--- src/rtl/bw_operand_stage.sv ---
// Register-read / operand-issue stage feeding the BlackWidow ALU: resolves operands through
// ex/wb bypass, tracks one outstanding load, and presents a registered operand bundle.
//
// state | meaning
// EMPTY | no load in flight beyond the output register
// PEND  | a load has left this stage and its writeback to ld_rt is still outstanding
module bw_operand_stage #(
    parameter int AWID = 32,
    parameter int VWID = 80
) (
    input  logic            clk_i,
    input  logic            rst_ni,
    input  logic            flush_i,

    input  logic            in_valid_i,
    output logic            in_ready_o,
    input  logic [39:0]     in_ir_i,
    input  logic [AWID-1:0] in_ip_i,
    input  logic [VWID-1:0] in_imm_i,
    input  logic [5:0]      in_ra_i,
    input  logic [5:0]      in_rb_i,
    input  logic [5:0]      in_rc_i,
    input  logic [5:0]      in_rt_i,
    input  logic            in_wr_i,
    input  logic            in_ld_i,

    output logic [5:0]      rfa_o,
    output logic [5:0]      rfb_o,
    output logic [5:0]      rfc_o,
    input  logic [VWID-1:0] rfa_i,
    input  logic [VWID-1:0] rfb_i,
    input  logic [VWID-1:0] rfc_i,

    input  logic [VWID-1:0] ex_res_i,

    input  logic            wb_wr_i,
    input  logic [5:0]      wb_rt_i,
    input  logic [VWID-1:0] wb_res_i,

    output logic            out_valid_o,
    input  logic            out_ready_i,
    output logic [39:0]     out_ir_o,
    output logic [AWID-1:0] out_ip_o,
    output logic [VWID-1:0] out_a_o,
    output logic [VWID-1:0] out_b_o,
    output logic [VWID-1:0] out_c_o,
    output logic [VWID-1:0] out_imm_o,
    output logic [5:0]      out_rt_o,
    output logic            out_wr_o,
    output logic            out_ld_o
);

    typedef enum logic {
        EMPTY = 1'b0,
        PEND  = 1'b1
    } sb_state_t;

    sb_state_t       sb_state;
    logic [5:0]      ld_rt;
    logic            ld_pend;
    logic            wb_clr;
    logic            ex_fwd;
    logic            out_ld_busy;
    logic            haz_a;
    logic            haz_b;
    logic            haz_c;
    logic            haz_ld;
    logic            hazard;
    logic            accept;
    logic            fire;
    logic            ld_issue;
    logic [VWID-1:0] opnd_a;
    logic [VWID-1:0] opnd_b;
    logic [VWID-1:0] opnd_c;

    assign rfa_o = in_ra_i;
    assign rfb_o = in_rb_i;
    assign rfc_o = in_rc_i;

    assign ld_pend     = (sb_state == PEND);
    assign wb_clr      = wb_wr_i && (wb_rt_i == ld_rt);
    assign ex_fwd      = out_valid_o && out_wr_o && !out_ld_o;
    assign out_ld_busy = out_valid_o && out_ld_o;

    // r0 is hardwired zero and never bypassed; ex beats wb beats regfile.
    function automatic logic [VWID-1:0] resolve(
        input logic [5:0]      n,
        input logic [VWID-1:0] rf,
        input logic            ex_ok,
        input logic [5:0]      ex_rt,
        input logic [VWID-1:0] ex_res,
        input logic            wb_wr,
        input logic [5:0]      wb_rt,
        input logic [VWID-1:0] wb_res
    );
        logic [VWID-1:0] r;
        r = rf;
        if (n == 6'd0)
            r = '0;
        else if (ex_ok && ex_rt == n)
            r = ex_res;
        else if (wb_wr && wb_rt == n)
            r = wb_res;
        return r;
    endfunction

    // A same-cycle writeback of the pending load is picked up by the wb bypass, so it does not stall.
    function automatic logic src_hazard(
        input logic [5:0] n,
        input logic       ld_busy,
        input logic [5:0] busy_rt,
        input logic       pend,
        input logic [5:0] pend_rt,
        input logic       clr
    );
        return (n != 6'd0) &&
               ((ld_busy && busy_rt == n) || (pend && pend_rt == n && !clr));
    endfunction

    assign opnd_a = resolve(in_ra_i, rfa_i, ex_fwd, out_rt_o, ex_res_i, wb_wr_i, wb_rt_i, wb_res_i);
    assign opnd_b = resolve(in_rb_i, rfb_i, ex_fwd, out_rt_o, ex_res_i, wb_wr_i, wb_rt_i, wb_res_i);
    assign opnd_c = resolve(in_rc_i, rfc_i, ex_fwd, out_rt_o, ex_res_i, wb_wr_i, wb_rt_i, wb_res_i);

    assign haz_a  = src_hazard(in_ra_i, out_ld_busy, out_rt_o, ld_pend, ld_rt, wb_clr);
    assign haz_b  = src_hazard(in_rb_i, out_ld_busy, out_rt_o, ld_pend, ld_rt, wb_clr);
    assign haz_c  = src_hazard(in_rc_i, out_ld_busy, out_rt_o, ld_pend, ld_rt, wb_clr);
    // Only one load may be outstanding beyond this stage.
    assign haz_ld = in_ld_i && (ld_pend || out_ld_busy);
    assign hazard = haz_a || haz_b || haz_c || haz_ld;

    assign in_ready_o = rst_ni && !flush_i && !hazard && (!out_valid_o || out_ready_i);
    assign accept     = in_valid_i && in_ready_o;
    assign fire       = out_valid_o && out_ready_i;
    assign ld_issue   = fire && out_ld_o && out_wr_o && !flush_i;

    always_ff @(posedge clk_i or negedge rst_ni) begin
        if (!rst_ni) begin
            out_valid_o <= 1'b0;
            out_ir_o    <= '0;
            out_ip_o    <= '0;
            out_a_o     <= '0;
            out_b_o     <= '0;
            out_c_o     <= '0;
            out_imm_o   <= '0;
            out_rt_o    <= '0;
            out_wr_o    <= 1'b0;
            out_ld_o    <= 1'b0;
        end else if (accept) begin
            out_valid_o <= 1'b1;
            out_ir_o    <= in_ir_i;
            out_ip_o    <= in_ip_i;
            out_a_o     <= opnd_a;
            out_b_o     <= opnd_b;
            out_c_o     <= opnd_c;
            out_imm_o   <= in_imm_i;
            out_rt_o    <= in_rt_i;
            out_wr_o    <= in_wr_i;
            out_ld_o    <= in_ld_i;
        end else if (flush_i || fire) begin
            out_valid_o <= 1'b0;
        end
    end

    // A flush leaves the scoreboard alone: a load already issued still writes back.
    always_ff @(posedge clk_i or negedge rst_ni) begin
        if (!rst_ni) begin
            sb_state <= EMPTY;
            ld_rt    <= '0;
        end else begin
            case (sb_state)
                EMPTY: begin
                    if (ld_issue) begin
                        sb_state <= PEND;
                        ld_rt    <= out_rt_o;
                    end
                end
                PEND: begin
                    if (ld_issue) begin
                        sb_state <= PEND;
                        ld_rt    <= out_rt_o;
                    end else if (wb_clr) begin
                        sb_state <= EMPTY;
                    end
                end
                default: sb_state <= EMPTY;
            endcase
        end
    end

endmodule

--- config.mk ---
export PLATFORM = sky130hd
export DESIGN_NAME = bw_operand_stage
export DESIGN_NICKNAME = d
export VERILOG_FILES = /design/src/rtl/bw_operand_stage.sv
export SDC_FILE = /design/constraint.sdc
export NUM_CORES = 1
export LEC_CHECK = 0
export ABC_CLOCK_PERIOD_IN_PS = 3200
export BUFFER_PORTS_ARGS = -buffer_cell sky130_fd_sc_hd__clkbuf_2
export CAP_MARGIN = 40
export CORE_AREA = 2 2 399 401
export CTS_BUF_LIST = sky130_fd_sc_hd__clkbuf_4 sky130_fd_sc_hd__clkbuf_8 sky130_fd_sc_hd__clkbuf_16
export CTS_CLUSTER_DIAMETER = 200
export DETAILED_ROUTE_END_ITERATION = 8
export DIE_AREA = 0 0 401 403
export SETUP_SLACK_MARGIN = 0.1
export SLEW_MARGIN = 5
export SYNTH_ARGS = -nofsm -noshare
export SYNTH_HDL_FRONTEND = slang
export SYNTH_SLANG_ARGS = --single-unit
--- constraint.sdc ---
create_clock -name clk_i -period 3.2 [get_ports clk_i]
set_clock_uncertainty 0.05 [all_clocks]
set_input_delay 0.64 -clock clk_i [delete_from_list [all_inputs] [get_ports clk_i]]
set_output_delay 0.64 -clock clk_i [all_outputs]
set_load 0.1 [all_outputs]
Word-level counts from Yosys, hierarchy flattened
Index checks and enable logic that the tools add are counted.

word-level totals
  flip-flop bits (word level) = 408
  input port bits = 590
  output and inout bits = 420
  word-level logic and storage cells = 91

operators by class
  equal/unequal tests = 10
  mux-type cells = 16
  bitwise operators = 1
  reduce and logical (&&, ||, !) cells = 52

operator list
  kind                             number
  two-way mux 80 bit               9
  == test 6 bit                    10
  logical AND 1 bit                31
  logical NOT 6 bit                3
  nonzero test 6 bit               3
  logical OR 1 bit                 9
  two-way mux 6 bit                1
  logical NOT 1 bit                5
  two-way mux 1 bit                5
  case mux 1 bit (2 select lines)  1
  nonzero test 2 bit               1
  inverter 1 bit                   1

Depth between registers and ports, before layout
Gate-level depths: netlist of the first run.

  word-level depth = 14
  depth in mapped cells = 9
  mapped depth without buffers = 6

Least setup slack after synthesis of the first run
Ideal clock, no wire load.

  path type = register -> output
  start = register out_rt_o[3]
  end = output in_ready_o
  arrival = 3.748 ns
  data required time = 2.510 ns
  path slack = -1.238 ns
  cell stages (with the launch flop) = 6
  path buffers = 0
  cell sequence = dfrtp_1 -> xor2_1 -> nor4_2 -> nand4_1 -> nand3_2 -> nor3b_1

on the way
  longest elaborated chain between the ends = 10
  elaborated cells on any way between the ends = 18
  classes of those cells = 3 x eq/ne; 15 x reduce/logical

ends and longest elaborated chain
  element                              RTL line  RTL
  start, declared                      48        output logic [5:0] out_rt_o,
  start signal, assigned               156       out_rt_o <= in_rt_i;
  == test 6 bit                        117       ((ld_busy && busy_rt == n) || (pend && pend_rt == n && !clr));
  logical AND 1 bit                    117
  logical OR 1 bit                     117
  logical AND 1 bit                    116       return (n != 6'd0) &&
  logical OR 1 bit                     129       assign hazard = haz_a || haz_b || haz_c || haz_ld;
  logical OR 1 bit (*) (2 in series)   129
  logical NOT 1 bit (*)                131       assign in_ready_o = rst_ni && !flush_i && !hazard && (!out_valid_o || out_ready_i);
  logical AND 1 bit (*) (2 in series)  131
  end, declared                        16        output logic in_ready_o,

Mark *: on every way between the ends. The rest lies on a longest branch, timed or not.

Final worst setup path of the first run
  start = register ld_rt[3]
  end = output in_ready_o

on the way
  longest elaborated chain between the ends = 12
  elaborated cells on any way between the ends = 24
  classes of those cells = 4 x eq/ne; 20 x reduce/logical

ends and longest elaborated chain
  element                              RTL line  RTL
  start, declared                      59        logic [5:0] ld_rt;
  start signal, assigned               174       ld_rt <= out_rt_o;
  start signal, assigned               180       ld_rt <= out_rt_o;
  == test 6 bit                        81        assign wb_clr = wb_wr_i && (wb_rt_i == ld_rt);
  logical AND 1 bit                    81
  logical NOT 1 bit                    117
  logical AND 1 bit                    117
  logical OR 1 bit                     117
  logical AND 1 bit                    116
  logical OR 1 bit                     129
  logical OR 1 bit (*) (2 in series)   129
  logical NOT 1 bit (*)                131
  logical AND 1 bit (*) (2 in series)  131

Marked as above.

==> impl_metrics.toml, run 1 <==
[synthesis]
synth_async_sr_flop_share_pct = 100.0
syn_nets = 2408
syn_avg_cell_area_um2 = 12.91
synth_cell_types = 34
ys_seq_area_share_pct = 43.50
synth_area_mm2 = 0.02347
yosysWarnings = 0
synth-edff-count = 0
ys_seq_elements = 408
ys.flop_type = "dfrtp_1"
syn_inst = 1818

[finish]
final_nets = 3455
syn_to_final_growth_pct = 41.95
fillCellCount = 17170
fin_area_mm2 = 0.03332
drive_above_1_share_pct = 58.20
layout_commonest_cell = "clkbuf_2"
final_cell_mix = "clkbuf_2 (1007), dfrtp_1 (404), mux2_4 (399)"

[sta]
finalSetupViolCount = 0
fin_crit_sh_pct = 98.56
fin_hold_ws_ns = 0.1643
slew_viol_final = 0
rsz0062_at_grt = "true"
maxSlewHeadroom_pct = 33.21
fin_crit_ns = 3.154
max_freq_ghz = 0.3171
hold_viol = 0
tightest_slew_ns = 1.002

[setup_path]
worstPathRequired_ns = 2.51
cp-end-kind = "primary output"
cp.arrival_ns = 2.46
reg2reg_setup_slack_ns = 0.35
path_max_fanout = 5
crit_type = "register to primary output"
rr_worst_depth = 9
reg2reg_from = "ld_rt[3]$_DFFE_PN0P_"
r2r-end = "out_a_o[30]$_DFFE_PN0P_"
startpoint_type = "register"

[floorplanning]
die_w_um = 401
start_util_pct = 14.91
core-area_mm2 = 0.1575
die-area_mm2 = 0.1616
die_h_um = 403
rows = 146
io_pins = 1010

[routing]
postRouteAntennaNets = 0
routedWlPerCell_um = 26.10
vias = 19930
route.detailed.drc = 0
viasPerCell = 3.992
routed_wirelength_um = 130300
drt_first_iter_violations = 1625
dr.pass1.iters = 5

[run]
max-cap-violations = 0

[outcome]
status = "complete, no violations"

[power]
peakVddDrop_v = 0.0005348
leakage_nw = 15.40
powerDensity_mw_per_mm2 = 835.1

[placement]
hpwl_um = 106300
dpl_cell_area_mm2 = 0.03127
place_congestion = 0.9411
io_buffers = 1009

[min_path]
worstHoldEndpoint = "out_imm_o[30]$_DFFE_PN0P_"
holdCritStartpoint = "in_imm_i[30]"
min_path_cells = 2
hold_path_class = "input pin to register"

[cts]
clkTransAtPathRegs_ns = 0.06
cts_root_buffer = "clkbuf_16"
htree_levels = 2
numCtsBuffers = 52
clk_path_buf_depth = 3
tritoncts = "built"
clock_latency_ns = 0.63
clock-sinks = 408

[global_routing]
grt_max_degree = 144
grt_use_total_pct = 15.44
grt_pass1_wl_um = 174500
grt_pass1_vias = 19870
antenna_found_initial = 45
grt_overflow = 0
-- flip-flops by register name, summed over array words and instances, names as in the netlist --
name         cells
out_rt_o         6
out_a_o         80
out_ip_o        32
out_valid_o      1
out_imm_o       80
out_wr_o         1
ld_pend          1
ld_rt            6
out_ld_o         1
out_c_o         80
out_ir_o        40
out_b_o         80
-- metal layers --
layer / vias up / part of all wire [%] / global-route usage [%] / wire length (µm)
met5: - / 0.088 / 0 / 115
li1: 8743 / - / - / -
met2: 897 / 46 / 24.57 / 59630
met4: 16 / 2.2 / 3.456 / 2915
met3: 162 / 9.5 / 5.528 / 12360
met1: 10110 / 42 / 19.92 / 55290
-- cell families (layout without fill, tap and decap cells) --
group / Yosys count / after routing / share of synthesized area, %
AOI/OAI and AO/OA: 486 / 486 / 10.51
buffers and inverters: 172 / 1261 / 6.322
xor gates and xnor gates: 60 / 60 / 2.271
and+or+nand+nor: 47 / 47 / 1.354
other: 0 / 14 / 0
DFF: 408 / 408 / 43.50
muxes: 645 / 645 / 36.05
-- metrics by stage --
| step | setup WS (ns) | setup TNS, ns | power, mW | cells | util, % |
|---|---|---|---|---|---|
| global placement | -0.4183 | -6.011 | 21.19 | 4869 | 19.81 |
| detailed placement | -0.3763 | -3.554 | 21.28 | 4873 | 19.86 |
| CTS | -0.07062 | -0.07062 | 28.06 | 4970 | 21.07 |
| floorplan | 0.1122 | 0 | 18.05 | 1818 | - |
| finish | 0.04620 | 0 | 27.83 | 4993 | 21.16 |
| global route | -0.08696 | -0.08696 | 28.69 | 4981 | 21.14 |
-- cell type report --
type	instances	area, µm²	area share [%]
repair buffers	1165	6699	20.11
diodes	14	35.03	0.1051
flip-flops and latches	408	10210	30.66
well taps	2072	2592	7.781
clock inverters	25	381.6	1.145
multi-input cells	1238	11890	35.68
clock buffers	71	1506	4.521
-- repair_timing --
action | 4_1_cts | 5_1_grt
gates resized for setup | 5 | 3
endpoints found under the hold margin | 1 | 0
pin swaps | 0 | 4
hold buffers | 1 | 0
setup endpoints to repair | 1 | 1
setup buffers | 0 | 8
-- critical path, stage by stage, from the launching register on --
cell and delay, ns:
dfrtp_2 0.44, xnor2_1 0.14, nand4_1 0.17, o41ai_2 0.40
a31oi_2 0.09, buf_4 0.17, nor3b_4 0.21, buf_12 0.21
-- Yosys cell counts, types with 2 or more instances --
cell,n,area [µm²]
nor2_1,8,30.03
nand2_2,3,18.77
buf_4,19,142.6
mux2_2,6,67.56
nor4_2,2,25.02
nor4_4,2,42.54
mux2_4,399,5991
nor4_1,8,50.05
xor2_1,42,367.9
o21ai_0,240,1201
buf_12,44,880.8
dfrtp_1,408,10210
xnor2_1,17,148.9
buf_6,2,22.52
clkbuf_1,78,292.8
buf_2,29,145.1
a21oi_1,240,1201
mux2i_1,240,2402
nand4_1,10,62.56
nand2_1,5,18.77
nand3_1,3,15.01
-- how the worst max path moves through the flow --
stage                            startpoint                     end  slack [ns]  cells after the start
floorplan           out_rt_o[3]$_DFFE_PN0P_              in_ready_o        0.11                      5
global route           ld_rt[3]$_DFFE_PN0P_              in_ready_o       -0.09                      7
global placement                 in_rb_i[3]  out_b_o[6]$_DFFE_PN0P_       -0.42                      9
detailed placement               in_rb_i[3]  out_b_o[6]$_DFFE_PN0P_       -0.38                      9
CTS                    ld_rt[0]$_DFFE_PN0P_              in_ready_o       -0.07                      7
finish                 ld_rt[3]$_DFFE_PN0P_              in_ready_o        0.05                      7
-- report_power, final --
part           internal, mW  switching [mW]  total (mW)
Clock                  3.96            2.64        6.60
Combinational          2.93            11.0        14.0
Sequential             6.34           0.916        7.26
Note: power is estimated with default switching activity, not from simulation.
==> run 2, diff against run 1 <==
--- a/config.mk
+++ b/config.mk
@@ -5,7 +5,6 @@
 export SDC_FILE = /design/constraint.sdc
 export NUM_CORES = 1
 export LEC_CHECK = 0
-export ABC_CLOCK_PERIOD_IN_PS = 3200
 export BUFFER_PORTS_ARGS = -buffer_cell sky130_fd_sc_hd__clkbuf_2
 export CAP_MARGIN = 40
 export CORE_AREA = 2 2 399 401
@@ -13,6 +12,7 @@
 export CTS_CLUSTER_DIAMETER = 200
 export DETAILED_ROUTE_END_ITERATION = 8
 export DIE_AREA = 0 0 401 403
+export RECOVER_POWER = 25
 export SETUP_SLACK_MARGIN = 0.1
 export SLEW_MARGIN = 5
 export SYNTH_ARGS = -nofsm -noshare
==> impl_metrics.toml, run 2 (synthesized netlist as in run 1, its figures left out) <==
[cts]
tritoncts = "built"
htree_levels = 2
cts_root_buffer = "clkbuf_16"
clock_latency_ns = 0.63
clk_path_buf_depth = 3
clock-sinks = 408
numCtsBuffers = 52
clkTransAtPathRegs_ns = 0.06

[global_routing]
grt_pass1_vias = 19870
antenna_found_initial = 45
grt_overflow = 0
grt_max_degree = 144
grt_pass1_wl_um = 174500
grt_use_total_pct = 15.44

[power]
switching_share_pct = 52.47
powerDensity_mw_per_mm2 = 835.9
switchingPower_mw = 14.59
internal_power_mw = 13.22
clkPwrFrac_pct = 23.7
seq_power_share_pct = 26.1
p_total_mw = 27.82
leakage_nw = 15.35
p_comb_share_pct = 50.2
peakVddDrop_v = 0.0005348

[placement]
dpl_cell_area_mm2 = 0.03127
place_congestion = 0.9411
dp_cells = 4873
io_buffers = 1009
dp_slack_ns = -0.3763
hpwl_um = 106300

[floorplanning]
die_h_um = 403
die_w_um = 401
rows = 146
die-area_mm2 = 0.1616
start_util_pct = 14.91
core-area_mm2 = 0.1575
io_pins = 1010

[sta]
fin_hold_ws_ns = 0.1646
tightest_slew_ns = 1.434
setup_ws_ns = 0.04520
finalSetupViolCount = 0
setup_tns_ns = 0
rsz0062_at_grt = "true"
slew_viol_final = 0
maxSlewHeadroom_pct = 4.786
fin_crit_sh_pct = 98.59
hold_viol = 0
max_freq_ghz = 0.3170
fin_crit_ns = 3.155

[finish]
layout_commonest_cell = "clkbuf_2"
fin_area_mm2 = 0.03328
final_nets = 3455
fin_util_pct = 21.13
syn_to_final_growth_pct = 41.78
drive_above_1_share_pct = 57.72
fin_cells = 4993
final_cell_mix = "clkbuf_2 (995), dfrtp_1 (404), mux2_4 (399)"

[routing]
route.detailed.drc = 0
postRouteAntennaNets = 0
routed_wirelength_um = 130200
dr.pass1.iters = 5
vias = 19890
drt_first_iter_violations = 1660
routedWlPerCell_um = 26.07
viasPerCell = 3.984

[setup_path]
worstPathRequired_ns = 2.51
rr_worst_depth = 9
cp.arrival_ns = 2.46
reg2reg_from = "ld_rt[3]$_DFFE_PN0P_"
reg2reg_setup_slack_ns = 0.35
startpoint_type = "register"
cp-end-kind = "primary output"
r2r-end = "out_a_o[30]$_DFFE_PN0P_"
path_max_fanout = 5
crit_type = "register to primary output"

[outcome]
status = "complete, no violations"

[min_path]
min_path_cells = 2
hold_path_class = "input pin to register"
worstHoldEndpoint = "out_imm_o[30]$_DFFE_PN0P_"
holdCritStartpoint = "in_imm_i[30]"

[run]
max-cap-violations = 0
run 2: routing by layer:
layer / up-vias / part of all wire (%) / GRT usage (%)
met3: 166 / 9.4 / 5.528
met5: - / 0.088 / 0
li1: 8743 / - / -
met2: 881 / 46 / 24.57
met4: 16 / 2.3 / 3.456
met1: 10080 / 42 / 19.92
run 2: final cells by class:
| type | count | area, µm² |
|---|---|---|
| Timing Repair Buffer | 1165 | 6658 |
| Fill cell | 17180 | 124200 |
| Antenna cell | 14 | 35.03 |
| Clock inverter | 25 | 381.6 |
| Clock buffer | 71 | 1506 |
| Sequential cell | 408 | 10210 |
| Multi-Input combinational cell | 1238 | 11890 |
| Tap cell | 2072 | 2592 |
run 2: how the worst max path moves through the flow:
stage	cells past startpoint	startpoint	end	slack (ns)
global placement	9	in_rb_i[3]	out_b_o[6]$_DFFE_PN0P_	-0.42
floorplan	5	out_rt_o[3]$_DFFE_PN0P_	in_ready_o	0.11
global route	7	ld_rt[3]$_DFFE_PN0P_	in_ready_o	-0.09
finish	7	ld_rt[3]$_DFFE_PN0P_	in_ready_o	0.05
CTS	7	ld_rt[0]$_DFFE_PN0P_	in_ready_o	-0.07
detailed placement	9	in_rb_i[3]	out_b_o[6]$_DFFE_PN0P_	-0.38
run 2: what timing repair did:
item                                   in CTS  in global routing
pin swaps                                   0                  4
setup endpoints to repair                   1                  1
endpoints found under the hold margin       1                  0
buffers inserted                            0                  8
cloned                                      0                  0
hold buffers                                1                  0
gates resized for setup                     5                  3
run 2: critical path, stage by stage (launching register included):
cell,delay (ns)
dfrtp_2,0.44
xnor2_1,0.14
nand4_1,0.17
o41ai_2,0.40
a31oi_2,0.09
buf_4,0.17
nor3b_4,0.21
buf_12,0.21
run 2: power by group through the flow:
stage                     Clock [mW]  Sequential, mW  Combinational, mW
after global routing            6.99            7.37               14.3
after detailed placement           0            7.29               14.0
after CTS                       6.80            7.24               14.0
after global placement             0            7.29               13.9
final                           6.59            7.26               14.0
after floorplan                    0            15.5               2.53
==> run 3, diff against run 2 <==
--- a/config.mk
+++ b/config.mk
@@ -8,7 +8,6 @@
 export BUFFER_PORTS_ARGS = -buffer_cell sky130_fd_sc_hd__clkbuf_2
 export CAP_MARGIN = 40
 export CORE_AREA = 2 2 399 401
-export CTS_BUF_LIST = sky130_fd_sc_hd__clkbuf_4 sky130_fd_sc_hd__clkbuf_8 sky130_fd_sc_hd__clkbuf_16
 export CTS_CLUSTER_DIAMETER = 200
 export DETAILED_ROUTE_END_ITERATION = 8
 export DIE_AREA = 0 0 401 403
==> impl_metrics.toml, run 3 (synthesized netlist as in run 1, its figures left out) <==
[outcome]
status = "complete, no violations"

[global_routing]
grt_overflow = 0
grt_pass1_wl_um = 174600
grt_pass1_vias = 19870
grt_max_degree = 144
grt_use_total_pct = 15.44
antenna_found_initial = 44

[floorplanning]
die_h_um = 403
io_pins = 1010
die-area_mm2 = 0.1616
die_w_um = 401
rows = 146
start_util_pct = 14.91
core-area_mm2 = 0.1575

[setup_path]
cp.arrival_ns = 2.47
startpoint_type = "register"
worstPathRequired_ns = 2.51
path_max_fanout = 5
cp-end-kind = "primary output"
crit_type = "register to primary output"

[routing]
route.detailed.drc = 0
postRouteAntennaNets = 0
routed_wirelength_um = 130500
viasPerCell = 3.992
drt_first_iter_violations = 1547
dr.pass1.iters = 6
vias = 19940
routedWlPerCell_um = 26.12

[power]
clkPwrFrac_pct = 23.5
leakage_nw = 15.32
switching_share_pct = 52.61
switchingPower_mw = 14.60
seq_power_share_pct = 26.2
internal_power_mw = 13.15
p_total_mw = 27.74
powerDensity_mw_per_mm2 = 834.4
peakVddDrop_v = 0.0005358
p_comb_share_pct = 50.3

[sta]
fin_crit_ns = 3.156
finalSetupViolCount = 0
fin_hold_ws_ns = 0.1630
fin_crit_sh_pct = 98.62
slew_viol_final = 0
maxSlewHeadroom_pct = 4.236
hold_viol = 0
tightest_slew_ns = 1.443
rsz0062_at_grt = "true"
setup_tns_ns = 0
max_freq_ghz = 0.3169

[placement]
io_buffers = 1009
place_congestion = 0.9411
hpwl_um = 106300
dpl_cell_area_mm2 = 0.03127

[cts]
htree_levels = 2
clock_latency_ns = 0.63
clock-sinks = 408
tritoncts = "built"
cts_root_buffer = "clkbuf_16"
clk_path_buf_depth = 3
numCtsBuffers = 52
clkTransAtPathRegs_ns = 0.06

[run]
max-cap-violations = 0

[finish]
drive_above_1_share_pct = 57.41
fin_area_mm2 = 0.03325
fillCellCount = 17190
syn_to_final_growth_pct = 41.65
regArea_mm2 = 0.01021
fin_util_pct = 21.11
multi_input_area_mm2 = 0.01189
final_nets = 3455
layout_commonest_cell = "clkbuf_2"
final_cell_mix = "clkbuf_2 (995), dfrtp_1 (404), mux2_4 (399)"

[min_path]
hold_path_class = "input pin to register"
run 3: repair_timing:
action	4_1_cts	5_1_grt
setup endpoints to repair	1	1
buffers inserted	0	8
resized for setup	5	3
hold endpoints to repair	1	0
pin swaps	0	4
hold buffers	1	0
run 3: metrics by stage:
stage	setup WS (ns)	std cells
finish	0.04431	4995
floorplan	0.1122	1818
global route	-0.08696	4981
global placement	-0.4183	4869
CTS	-0.07062	4970
detailed placement	-0.3763	4873
run 3: area by class of cell:
| cell class | count | share of cell area, % |
|---|---|---|
| multi-input cells | 1238 | 35.76 |
| flip-flops and latches | 408 | 30.72 |
| clock inverters | 25 | 1.148 |
| well taps | 2072 | 7.797 |
| diodes | 16 | 0.1204 |
| clock buffers | 71 | 4.429 |
| repair buffers | 1165 | 20.02 |
run 3: worst paths after layout:
path,from,end,slack (ns),cells after the start
hold reg to reg,out_c_o[29]$_DFFE_PN0P_,out_c_o[29]$_DFFE_PN0P_,0.46,1
hold / removal,in_imm_i[49],out_imm_o[49]$_DFFE_PN0P_,0.16,2
min in group asynchronous,rst_ni,out_c_o[48]$_DFFE_PN0P_,1.01,3
setup / recovery,ld_rt[3]$_DFFE_PN0P_,in_ready_o,0.04,7
max in group asynchronous,rst_ni,out_c_o[49]$_DFFE_PN0P_,0.27,4
setup reg to reg,ld_rt[3]$_DFFE_PN0P_,out_c_o[13]$_DFFE_PN0P_,0.35,9
run 3: power groups by stage:
stage | Combinational [mW] | Sequential, mW | Clock (mW)
2_1_floorplan | 2.53 | 15.5 | 0
3_3_place_gp | 13.9 | 7.29 | 0
3_5_place_dp | 14.0 | 7.29 | 0
4_1_cts | 14.0 | 7.24 | 6.73
5_1_grt | 14.3 | 7.37 | 6.91
6_report | 14.0 | 7.26 | 6.52
run 3: routing by layer:
layer | wire length, µm | vias to the layer above | track usage [%] | share of wire (%)
met5 | 115 | - | 0 | 0.088
met4 | 2856 | 16 | 3.429 | 2.2
met3 | 11730 | 162 | 5.428 | 9.0
met2 | 59980 | 888 | 24.58 | 46
met1 | 55770 | 10120 | 19.98 | 43
li1 | - | 8751 | - | -
run 3: worst max-delay path, stage by stage (launching register included):
cell and delay, ns:
dfrtp_2 0.44, xnor2_1 0.14, nand4_1 0.17, o41ai_2 0.40, a31oi_2 0.09, buf_4 0.17, nor3b_4 0.21, buf_12 0.21
